`src/rtl/uart_pkg.sv`:
```
// Shared UART definitions: receiver FSM states, parity encodings and the
// bit-divisor helper used by both the RX and TX paths.
package uart_pkg;

  typedef enum logic [2:0] {
    ST_IDLE,
    ST_START,
    ST_DATA,
    ST_PARITY,
    ST_STOP
  } rx_state_e;

  localparam int PAR_NONE = 0;
  localparam int PAR_ODD  = 1;
  localparam int PAR_EVEN = 2;

  // Clocks per serial bit; callers subtract 1 for a 0-based terminal count.
  function automatic int uart_bit_div(input int clk_freq, input int baud_rate);
    return clk_freq / baud_rate;
  endfunction

endpackage

```
`src/rtl/uart_baud_tick.sv`:
```
// Restartable bit-period counter. It counts 0..BIT_CNT_MAX while run_i is high
// and flags the mid-bit (half_o) and end-of-period (tick_o) counts.
module uart_baud_tick #(
  parameter int BIT_CNT_MAX = 9,
  parameter int HALF_CNT    = BIT_CNT_MAX / 2
) (
  input  logic clk,
  input  logic rst,
  input  logic run_i,
  input  logic restart_i,
  output logic tick_o,
  output logic half_o
);

  localparam int CW = $clog2(BIT_CNT_MAX + 1);

  logic [CW-1:0] cnt_q;
  logic [CW-1:0] cnt_d;

  assign tick_o = (cnt_q == CW'(BIT_CNT_MAX));
  assign half_o = (cnt_q == CW'(HALF_CNT));

  always_comb begin
    cnt_d = cnt_q + CW'(1);
    if (!run_i || restart_i || tick_o) begin
      cnt_d = '0;
    end
  end

  always_ff @(posedge clk or posedge rst) begin
    if (rst) begin
      cnt_q <= '0;
    end else begin
      cnt_q <= cnt_d;
    end
  end

endmodule

```
`src/rtl/uart_rx_ctrl_module.sv`:
```
// UART receiver: synchronises rxd, verifies the start bit at mid-bit,
// deserialises LSB-first, checks parity/stop and hands bytes out via valid/ready.
module uart_rx_ctrl_module
  import uart_pkg::*;
#(
  parameter int CLK_FREQ    = 50000000,
  parameter int BAUD_RATE   = 115200,
  parameter int DATA_BITS   = 8,
  parameter int PARITY      = PAR_NONE,
  parameter int BIT_CNT_MAX = uart_bit_div(CLK_FREQ, BAUD_RATE) - 1,
  parameter int HALF_CNT    = BIT_CNT_MAX / 2
) (
  input  logic                 clk,
  input  logic                 rst,
  input  logic                 rxd,
  output logic [DATA_BITS-1:0] rx_data,
  output logic                 rx_valid,
  input  logic                 rx_ready,
  output logic                 frame_err,
  output logic                 parity_err,
  output logic                 overrun,
  output logic                 busy
);

  localparam int BCW = $clog2(DATA_BITS);

  rx_state_e            state_q;
  logic                 sync1_q;
  logic                 rxd_s_q;
  logic                 rxd_prev_q;
  logic [BCW-1:0]       bit_cnt_q;
  logic [DATA_BITS-1:0] shift_q;
  logic                 par_bad_q;
  logic [DATA_BITS-1:0] rx_data_q;
  logic                 rx_valid_q;
  logic                 frame_err_q;
  logic                 parity_err_q;
  logic                 overrun_q;

  logic fall_edge;
  logic bit_tick;
  logic half_tick;
  logic exp_par;

  assign fall_edge = !rxd_s_q && rxd_prev_q;
  assign exp_par   = (PARITY == PAR_ODD) ? ~^shift_q : ^shift_q;

  uart_baud_tick #(
    .BIT_CNT_MAX (BIT_CNT_MAX),
    .HALF_CNT    (HALF_CNT)
  ) u_baud (
    .clk       (clk),
    .rst       (rst),
    .run_i     (state_q != ST_IDLE),
    .restart_i ((state_q == ST_START) && half_tick),
    .tick_o    (bit_tick),
    .half_o    (half_tick)
  );

  always_ff @(posedge clk or posedge rst) begin
    if (rst) begin
      sync1_q    <= 1'b1;
      rxd_s_q    <= 1'b1;
      rxd_prev_q <= 1'b1;
    end else begin
      sync1_q    <= rxd;
      rxd_s_q    <= sync1_q;
      rxd_prev_q <= rxd_s_q;
    end
  end

  always_ff @(posedge clk or posedge rst) begin
    if (rst) begin
      state_q      <= ST_IDLE;
      bit_cnt_q    <= '0;
      shift_q      <= '0;
      par_bad_q    <= 1'b0;
      rx_data_q    <= '0;
      rx_valid_q   <= 1'b0;
      frame_err_q  <= 1'b0;
      parity_err_q <= 1'b0;
      overrun_q    <= 1'b0;
    end else begin
      frame_err_q  <= 1'b0;
      parity_err_q <= 1'b0;
      overrun_q    <= 1'b0;
      if (rx_valid_q && rx_ready) begin
        rx_valid_q <= 1'b0;
      end

      case (state_q)
        ST_IDLE: begin
          if (fall_edge) begin
            state_q <= ST_START;
          end
        end
        ST_START: begin
          if (half_tick) begin
            state_q <= rxd_s_q ? ST_IDLE : ST_DATA;
          end
        end
        ST_DATA: begin
          if (bit_tick) begin
            shift_q <= {rxd_s_q, shift_q[DATA_BITS-1:1]};
            if (bit_cnt_q == BCW'(DATA_BITS - 1)) begin
              bit_cnt_q <= '0;
              state_q   <= (PARITY != PAR_NONE) ? ST_PARITY : ST_STOP;
            end else begin
              bit_cnt_q <= bit_cnt_q + BCW'(1);
            end
          end
        end
        ST_PARITY: begin
          if (bit_tick) begin
            par_bad_q <= (rxd_s_q != exp_par);
            state_q   <= ST_STOP;
          end
        end
        ST_STOP: begin
          // Leave at the mid-stop sample so a back-to-back start edge is caught.
          if (bit_tick) begin
            state_q   <= ST_IDLE;
            par_bad_q <= 1'b0;
            if (!rxd_s_q) begin
              frame_err_q <= 1'b1;
            end else if (par_bad_q) begin
              parity_err_q <= 1'b1;
            end else if (!rx_valid_q || rx_ready) begin
              rx_data_q  <= shift_q;
              rx_valid_q <= 1'b1;
            end else begin
              overrun_q <= 1'b1;
            end
          end
        end
        default: state_q <= ST_IDLE;
      endcase
    end
  end

  assign rx_data    = rx_data_q;
  assign rx_valid   = rx_valid_q;
  assign frame_err  = frame_err_q;
  assign parity_err = parity_err_q;
  assign overrun    = overrun_q;
  assign busy       = (state_q != ST_IDLE);

endmodule
```
`config.mk`:
```
export PLATFORM = sky130hd
export DESIGN_NAME = uart_rx_ctrl_module
export DESIGN_NICKNAME = d
export VERILOG_FILES = /design/src/rtl/uart_pkg.sv /design/src/rtl/uart_baud_tick.sv /design/src/rtl/uart_rx_ctrl_module.sv
export SDC_FILE = /design/constraint.sdc
export NUM_CORES = 1
export LEC_CHECK = 0
export BUFFER_PORTS_ARGS = -buffer_cell sky130_fd_sc_hd__buf_2
export CORE_MARGIN = 3
export CORE_UTILIZATION = 38
export DETAILED_ROUTE_END_ITERATION = 6
export PLACE_DENSITY = 0.52
export SLEW_MARGIN = 20
export SYNTH_ARGS = -nofsm -noshare
export SYNTH_HDL_FRONTEND = slang
export SYNTH_SLANG_ARGS = --single-unit
```
`constraint.sdc`:
```
create_clock -name clk -period 2.6 [get_ports clk]
set_input_delay 0.13 -clock clk [delete_from_list [all_inputs] [get_ports clk]]
set_output_delay 0.13 -clock clk [all_outputs]
set_load 0.1 [all_outputs]
```
==> flow_summary.json, run 1 <==
{
  "postLayoutCellArea_mm2": 0.002044,
  "core_area_mm2": 0.004444,
  "ir_drop_v": 0.0002468,
  "reg2reg_from": "u_baud.cnt_q[1]",
  "netlist-cell-type-count": 36,
  "cap_violations": 0,
  "antenna_cells": 0,
  "cp_data_required_time_ns": 2.77,
  "internal_power_uw": 1006,
  "antenna_found_initial": 0,
  "synth_fa_ha_area_frac": 0.03526,
  "layout-drive-gt1-share": 0.3054,
  "grt_util_all_layers": 0.1191,
  "grt_first_pass_wirelength_um": 4981,
  "rows": 24,
  "synth_ff_type": "dfrtp_1",
  "hold_start": "rx_ready",
  "path_class": "flip-flop to flip-flop",
  "hold_class": "primary input to flip-flop",
  "drc": 0,
  "firstDrtPassIters": 4,
  "cts_root_buf": "clkbuf_8",
  "drtIter0Drc": 77,
  "dp_hpwl_um": 2070,
  "placed_cells": 209,
  "netlist.top_cell.by_area": "dfrtp_1",
  "grt_use_met1": 0.1605,
  "setup.worst_path.end_class": "flip-flop",
  "ant_nets": 0,
  "vias_per_cell": 5.027,
  "r2r_cells": 6,
  "tritoncts": "built",
  "fin_crit_sh": 0.7801,
  "worstMarginPinSlew_ns": 0.4895,
  "grt.overflow.total": 0,
  "power_density_mw_per_mm2": 671.2,
  "synthArstFlopShare": 1.000,
  "p_sw_uw": 366.7,
  "finalHoldViolCount": 0,
  "synth_xor_area_frac": 0.07687,
  "dieHeight_um": 74.33,
  "num-fill-cells": 428,
  "ys_seq_area_frac": 0.5522,
  "power.share.sequential": 0.518,
  "synth_common_cells": "dfrtp_1 (36), mux2_2 (18), nor2_1 (17)",
  "gp_congestion": 0.7234,
  "max_freq_ghz": 0.4930,
  "synth_warnings": 0,
  "num_vias": 1101,
  "slew_headroom": 0.6759,
  "tns_ns": 0,
  "worst_setup_path_start_kind": "flip-flop",
  "insertion_delay_ns": 0.28,
  "dieArea_mm2": 0.005525,
  "syn_avg_cell_area_um2": 12.32,
  "portBuffers": 16,
  "p_sw_frac": 0.2672,
  "clk_pin_slew_worst_paths_ns": 0.07,
  "synth_compound_area_frac": 0.04654,
  "min_period_ns": 2.028,
  "post_dp_cell_area_mm2": 0.001912,
  "cts_resized": 0,
  "report.power.total_uw": 1372,
  "die_w_um": 74.33,
  "p_comb_frac": 0.125,
  "rsz0062_at_grt": "no",
  "syn-num-nets": 153,
  "hold_buffers": 2,
  "slew_violations": 0,
  "yosys-top-cells-area": "dfrtp_1 (51%), mux2_2 (11%), dfstp_2 (4.4%)",
  "final_nets": 175,
  "cts.path.max_buffers": 2,
  "yosys.area_share.simple": 0.1516,
  "grt_pass1_vias": 1096,
  "synth_top_area_frac": 0.5078,
  "synth_top_family_by_area": "simple AND/OR/NAND/NOR gates",
  "cp.arrival_ns": 2.20,
  "postSynthCellCount": 144,
  "htree_levels": 2,
  "final_cells": 219,
  "setup_violations": 0,
  "start_util": 0.3992,
  "syn_area_mm2": 0.001774,
  "synthToLayoutAreaGrowth_pct": 15.23,
  "holdPathEnd": "overrun",
  "fin_util": 0.4600,
  "ys_ff_latch": 39,
  "grt-busiest-layer": "met2",
  "rrSetupSlack_ns": 0.57,
  "wirelength_um": 2891,
  "outcome": "finished, final reports clean",
  "grt_max_degree": 40,
  "clkSinkCount": 39,
  "synth_enable_flop_cells": 0,
  "leakage_uw": 0.001047,
  "wl_per_cell_um": 13.20,
  "holdPathStages": 3,
  "cts_buffers": 5,
  "use_met3": 0.03649,
  "use_met2": 0.1801,
  "power_frac_clock": 0.357,
  "cts_setup_buffers": 0,
  "critPathMaxFanout": 8,
  "synth.area.mux_share": 0.1142,
  "ios": 17,
  "synth_most_common_cell": "dfrtp_1",
  "reg2reg_to": "rx_data[6]",
  "finClkSkew_ns": 0.002951
}
layout make-up:
type / instances / area, um^2 / area share
Inverter: 5 / 18.77 / 0.009180
Clock buffer: 5 / 68.82 / 0.03366
Sequential cell: 39 / 979.7 / 0.4792
Timing Repair Buffer: 20 / 115.1 / 0.05630
Clock inverter: 3 / 43.79 / 0.02142
Tap cell: 52 / 65.06 / 0.03182
Multi-Input combinational cell: 95 / 753.2 / 0.3684
cells in the final DEF, fill, tap and decap left out, types with 2 or more instances in the layout:
master         instances
xnor2_1                9
clkbuf_8               5
ha_1                   5
nor3_1                 5
inv_1                  5
nand2b_1               3
a21o_1                 2
nand3_1                4
xor2_1                 4
mux2_2                18
dfrtp_1               36
o21ai_0                3
buf_2                 16
dlygate4sd3_1          2
buf_4                  2
nand2_1                5
nor2_1                17
dfstp_2                3
how the worst max path moves through the flow:
stage	end	start
CTS	rx_data[1]	u_baud.cnt_q[1]
finish	rx_data[6]	u_baud.cnt_q[1]
floorplan	rx_data[0]	u_baud.cnt_q[1]
global placement	rx_data[0]	u_baud.cnt_q[1]
global route	rx_data[1]	u_baud.cnt_q[1]
detailed placement	rx_data[2]	u_baud.cnt_q[1]
registers in the layout (all words and copies together), names as in the netlist:
register,count
bit_cnt_q,3
frame_err,1
overrun,1
par_bad_q,1
parity_err,1
rx_data,8
rx_valid,1
rxd_prev_q,1
rxd_s_q,1
shift_q,8
state_q,3
sync1_q,1
u_baud.cnt_q,9
stage by stage:
step	hold WS, ns	setup WS, ns
CTS	0.1609	0.5470
floorplan	0.1345	0.7672
global route	0.1801	0.4283
detailed placement	0.2362	0.5598
global placement	0.2382	0.6187
finish	0.1653	0.5717
critical path, cell delays in order (launching register included):
cell and delay (ns):
dfrtp_1 0.40, inv_1 0.08, ha_1 0.13, and4b_1 0.29
nand4_4 0.16, nor3b_4 0.46, mux2_2 0.39
power by group through the flow:
stage,logic (uW),clock network [uW],registers (uW)
5_1_grt,200,534,720
3_3_place_gp,167,0,717
3_5_place_dp,173,0,723
2_1_floorplan,147,0,700
6_report,171,491,711
4_1_cts,177,510,711
cells by family after synthesis:
logic type               count (synthesis)
AO/OA/AOI/OAI                           12
multiplexers                            18
AND/OR/NAND/NOR                         46
XOR/XNOR                                14
flip-flops                              39
buffers and inverters                   10
adder cells (fa/ha/maj)                  5
per-layer routing:
metal  wire, um  share of wire
met1       1374           0.48
met2       1359           0.47
met3        123          0.043
met4         33          0.011
met5          0              0
No activity file was read; power rests on OpenSTA's default activity.
==> inputs of run 2 (changes only) <==
--- a/config.mk
+++ b/config.mk
@@ -9,7 +9,7 @@
 export CORE_MARGIN = 3
 export CORE_UTILIZATION = 38
 export DETAILED_ROUTE_END_ITERATION = 6
-export PLACE_DENSITY = 0.52
+export PLACE_DENSITY = 0.54
 export SLEW_MARGIN = 20
 export SYNTH_ARGS = -nofsm -noshare
 export SYNTH_HDL_FRONTEND = slang
==> constraint.sdc (replaced) <==
create_clock -name clk -period 1.7 [get_ports clk]
set_input_delay 0.085 -clock clk [delete_from_list [all_inputs] [get_ports clk]]
set_output_delay 0.085 -clock clk [all_outputs]
set_load 0.1 [all_outputs]
==> run 2 against run 1 <==
  * The run now ends with setup timing left
  * Core utilization is 5.4 points higher
  * Sequential share of layout area fell by 5.0 points
  * Global-route usage is 1.3 points higher
  * Power grew 65%
  * Cell area up 12%
  * Clock-buffer cell count is the same
  * Combinational power increased to 2.7 times the previous value
  * Wire length rose by 12%
  * First-iteration DRC count stayed put
  * Clock skew increased by 0.0071 ns
  * Setup slack worse by 0.66 ns
  * Sequential cell count unchanged
==> flow_summary.json, run 2 (same netlist as run 1, synthesis figures left out) <==
{
  "grt_first_pass_wirelength_um": 5499,
  "rsz0062_at_grt": "yes",
  "critPathMaxFanout": 8,
  "drtIter0Drc": 77,
  "gp_congestion": 0.7844,
  "dieHeight_um": 74.33,
  "cp_data_required_time_ns": 1.88,
  "top_register": "u_baud.cnt_q",
  "outcome": "finished with violations",
  "slew_headroom": 0.6760,
  "portBuffers": 16,
  "cts.path.max_buffers": 2,
  "clkSinkCount": 39,
  "p_comb_frac": 0.202,
  "num_vias": 1170,
  "power_density_mw_per_mm2": 989.8,
  "ant_nets": 0,
  "slew_violations": 0,
  "die_w_um": 74.33,
  "tritoncts": "built",
  "path_class": "flip-flop to flip-flop",
  "cts_buffers": 5,
  "fin_util": 0.5141,
  "rows": 24,
  "ir_drop_v": 0.0005824,
  "drc": 0,
  "fin_crit_sh": 1.051,
  "power_frac_clock": 0.336,
  "grt_util_all_layers": 0.1323,
  "p_sw_uw": 620.5,
  "worstMarginPinSlew_ns": 0.4894,
  "post_dp_cell_area_mm2": 0.002054,
  "core_area_mm2": 0.004444,
  "finalWorstSetupSlack_ns": -0.08723,
  "ios": 17,
  "antenna_cells": 0,
  "final_nets": 194,
  "antenna_found_initial": 0,
  "wl_per_cell_um": 13.62,
  "violations": "setup timing",
  "layout-drive-gt1-share": 0.4140,
  "leakage_uw": 0.001177,
  "vias_per_cell": 4.916,
  "postLayoutCellArea_mm2": 0.002285,
  "synthToLayoutAreaGrowth_pct": 28.77,
  "finalHoldViolCount": 0,
  "internal_power_uw": 1641,
  "p_sw_frac": 0.2744,
  "setup.worst_path.end_class": "flip-flop",
  "mostFrequentLayoutCell": "dfrtp_1",
  "min_period_ns": 1.787,
  "cp.arrival_ns": 1.96,
  "dieArea_mm2": 0.005525,
  "finClkSkew_ns": 0.01008,
  "firstDrtPassIters": 4,
  "start_util": 0.3992,
  "hold_class": "primary input to flip-flop",
  "largest_reg_flops": 9,
  "final_cell_mix": "dfrtp_1 (35), buf_4 (18), nor2_1 (17), buf_2 (16), mux2_4 (13)",
  "htree_levels": 2,
  "grt_pass1_vias": 1163,
  "placed_cells": 226,
  "setup_violations": 17,
  "max_freq_ghz": 0.5595,
  "clk_pin_slew_worst_paths_ns": 0.08,
  "worst_setup_path_start_kind": "flip-flop",
  "power.share.sequential": 0.462,
  "wirelength_um": 3242,
  "cts_root_buf": "clkbuf_8",
  "dp_hpwl_um": 2214,
  "insertion_delay_ns": 0.29,
  "grt.overflow.total": 0,
  "grt_max_degree": 40,
  "cap_violations": 0,
  "final_cells": 238
}
[run 2: cell count changes in the layout (fill, tap and decap cells not counted), sizes merged]
cell,before,now
buf,18,36
a21o,2,3
[run 2: area by class of cell]
| class | instances | area, um^2 |
|---|---|---|
| timing repair buffer | 38 | 266.5 |
| multi-input combinational | 96 | 840.8 |
| sequential | 39 | 980.9 |
| clock inverter | 3 | 43.79 |
| clock buffer | 5 | 68.82 |
| tap | 52 | 65.06 |
| inverter | 5 | 18.77 |
| fill | 402 | 2160 |
[run 2: timing repair]
action                     in CTS  in global routing
pin swaps                       3                  3
cloned                          1                  0
gates resized for setup        15                  8
hold endpoints to repair       37                  0
hold buffers                    2                  0
setup endpoints to repair      21                 26
buffers inserted                0                  1
[run 2: worst paths after layout]
kind / from / to / slack, ns / cells past startpoint
hold / removal: rx_ready / overrun / 0.08 / 3
min in group asynchronous: rst / shift_q[3] / 0.45 / 4
hold reg to reg: sync1_q / rxd_s_q / 0.36 / 0
setup reg to reg: u_baud.cnt_q[1] / rx_data[3] / -0.09 / 7
setup / recovery: u_baud.cnt_q[1] / rx_data[3] / -0.09 / 7
max in group asynchronous: rst / rxd_prev_q / 0.89 / 4
[run 2: metrics by stage]
step	TNS, ns	hold WS, ns	power [uW]	setup slack [ns]
4_1_cts	-0.9671	0.06829	2276	-0.1241
6_report	-0.7225	0.08101	2261	-0.08723
5_1_grt	-2.624	0.1356	2382	-0.1575
3_3_place_gp	-0.9838	0.1918	1454	-0.08571
2_1_floorplan	-0.8108	0.08948	1295	-0.1014
3_5_place_dp	-1.935	0.1949	1468	-0.1371
[run 2: layer usage]
metal / share of wire / global-route usage / vias up
li1: - / - / 575
met5: 0 / 0 / -
met4: 0.019 / 0.05929 / 0
met1: 0.50 / 0.1817 / 569
met3: 0.041 / 0.04054 / 6
met2: 0.44 / 0.1929 / 20
[run 2: power by group through the flow]
stage	registers, uW	clock network [uW]	logic, uW
floorplan	1070	0	224
global placement	1050	0	404
detailed placement	1050	0	413
CTS	1050	790	441
global route	1050	824	506
finish	1040	760	457
[run 2: worst max-delay path, stage by stage (launching register included)]
cell,delay (ns)
dfrtp_1,0.39
inv_2,0.09
ha_4,0.11
and4b_2,0.26
nand4_4,0.12
nor3b_4,0.24
buf_12,0.17
mux2_4,0.30
==> inputs of run 3 (changes only) <==
--- a/config.mk
+++ b/config.mk
@@ -6,6 +6,7 @@
 export NUM_CORES = 1
 export LEC_CHECK = 0
 export BUFFER_PORTS_ARGS = -buffer_cell sky130_fd_sc_hd__buf_2
+export CORE_ASPECT_RATIO = 0.9
 export CORE_MARGIN = 3
 export CORE_UTILIZATION = 38
 export DETAILED_ROUTE_END_ITERATION = 6
==> run 3 against run 2 <==
  * Highest routed layer unchanged
  * Core utilization up 3.4 points
  * Worst hold slack better by 0.017 ns
  * The flow still finishes with violations (setup timing)
  * Clock skew down 0.0014 ns
  * Combinational power up 8.3%
  * Register-to-register slack better by 0.02 ns
  * First-iteration DRC count down 38%
  * Via count up 1.9%
  * Largest cell class unchanged
==> flow_summary.json, run 3 (same netlist as run 1, synthesis figures left out) <==
{
  "setup.worst_path.end_class": "flip-flop",
  "rrSetupSlack_ns": -0.07,
  "clkSinkCount": 39,
  "outcome": "finished with violations",
  "ant_nets": 0,
  "hold_class": "primary input to flip-flop",
  "slew_headroom": 0.6761,
  "ir_drop_v": 0.0004717,
  "clk_pin_slew_worst_paths_ns": 0.08,
  "cts_root_buf": "clkbuf_8",
  "final_nets": 198,
  "cts.path.max_buffers": 2,
  "path_class": "flip-flop to flip-flop",
  "finalHoldViolCount": 0,
  "min_period_ns": 1.766,
  "mostFrequentLayoutCell": "dfrtp_1",
  "endpoint": "rx_data[6]",
  "critPathMaxFanout": 8,
  "dieArea_mm2": 0.005526,
  "htree_levels": 2,
  "wl_per_cell_um": 12.88,
  "synthToLayoutAreaGrowth_pct": 32.72,
  "worstMarginPinSlew_ns": 0.4859,
  "insertion_delay_ns": 0.29,
  "rsz0062_at_grt": "yes",
  "grt_pass1_vias": 1144,
  "reg2reg_from": "u_baud.cnt_q[1]",
  "r2r_cells": 7,
  "die_w_um": 78.03,
  "power_density_mw_per_mm2": 979.6,
  "final_cell_mix": "dfrtp_1 (35), buf_4 (21), nor2_1 (17), mux2_4 (16), buf_2 (16)",
  "firstDrtPassIters": 4,
  "setup_violations": 23,
  "finalWorstSetupSlack_ns": -0.06626,
  "leakage_uw": 0.001212,
  "regArea_um2": 980.9,
  "core_area_mm2": 0.004294,
  "grt_util_all_layers": 0.1283,
  "violations": "setup timing",
  "portBuffers": 16,
  "fin_crit_sh": 1.039,
  "multi_input_area_um2": 847.1,
  "grt.overflow.total": 0,
  "dp_hpwl_um": 2152,
  "start_util": 0.4132,
  "drtIter0Drc": 48,
  "cp_data_required_time_ns": 1.88,
  "wirelength_um": 3219,
  "rows": 22,
  "top_register": "u_baud.cnt_q",
  "ios": 17,
  "antenna_found_initial": 0,
  "max_freq_ghz": 0.5662,
  "num-fill-cells": 381,
  "tritoncts": "built",
  "fin_hold_ws_ns": 0.09826,
  "slew_violations": 0,
  "cts_buffers": 5,
  "num_vias": 1192,
  "antenna_cells": 0,
  "drc": 0,
  "reg2reg_to": "rx_data[6]",
  "fin_util": 0.5484,
  "report.power.total_uw": 2307,
  "dieHeight_um": 70.83,
  "worst_setup_path_start_kind": "flip-flop",
  "cap_violations": 0,
  "finClkSkew_ns": 0.008712,
  "vias_per_cell": 4.768,
  "tns_ns": -0.7159,
  "largest_reg_flops": 9,
  "layout-drive-gt1-share": 0.4316,
  "cp.arrival_ns": 1.95,
  "holdPathStages": 3,
  "dp_slack_ns": -0.1242,
  "grt_max_degree": 40,
  "startpoint": "u_baud.cnt_q[1]",
  "grt_first_pass_wirelength_um": 5513,
  "gp_congestion": 0.7908
}
==> run 3: final cells by class <==
type / count / share of cell area
clock buffer: 5 / 0.02922
tap: 60 / 0.03188
inverter: 5 / 0.007970
sequential: 39 / 0.4166
multi-input combinational: 95 / 0.3597
timing repair buffer: 43 / 0.1360
clock inverter: 3 / 0.01860
==> run 3: worst min-delay path by stage <==
| stage | endpoint | start | slack [ns] |
|---|---|---|---|
| 3_5_place_dp | sync1_q | rxd | 0.20 |
| 6_report | overrun | rx_ready | 0.1 |
| 2_1_floorplan | sync1_q | rxd | 0.09 |
| 3_3_place_gp | sync1_q | rxd | 0.19 |
| 5_1_grt | overrun | rx_ready | 0.13 |
| 4_1_cts | overrun | rx_ready | 0.10 |
==> run 3: worst max-delay path: stages, from the launching register on <==
cell	delay, ns
dfrtp_1	0.39
inv_2	0.08
ha_4	0.11
and4b_2	0.25
nand4_4	0.12
nor3b_4	0.23
buf_12	0.16
mux2_4	0.30
==> run 3: routing by layer <==
layer  wire length, um  up-vias  track usage
met1              1608      578       0.1853
met3               121        8      0.03817
met4                63        0      0.05825
met2              1425       19       0.1768
li1                  -      587            -
met5                 0        -            0
==> run 3: report_power, final <==
part	internal, uW	switching, uW
Sequential	994	51.2
Combinational	249	245
Clock	437	330
==> run 3: stage by stage <==
| stage | area, um^2 | instances |
|---|---|---|
| CTS | 2295 | 248 |
| global route | 2355 | 250 |
| global placement | 2085 | 235 |
| detailed placement | 2085 | 235 |
| finish | 2355 | 250 |
| floorplan | 1777 | 144 |
==> run 3: what timing repair did <==
item	4_1_cts	5_1_grt
pin swaps	2	2
resized for setup	16	11
endpoints found under the setup margin	17	29
setup buffers	3	2
hold endpoints to repair	37	0
hold buffers	2	0
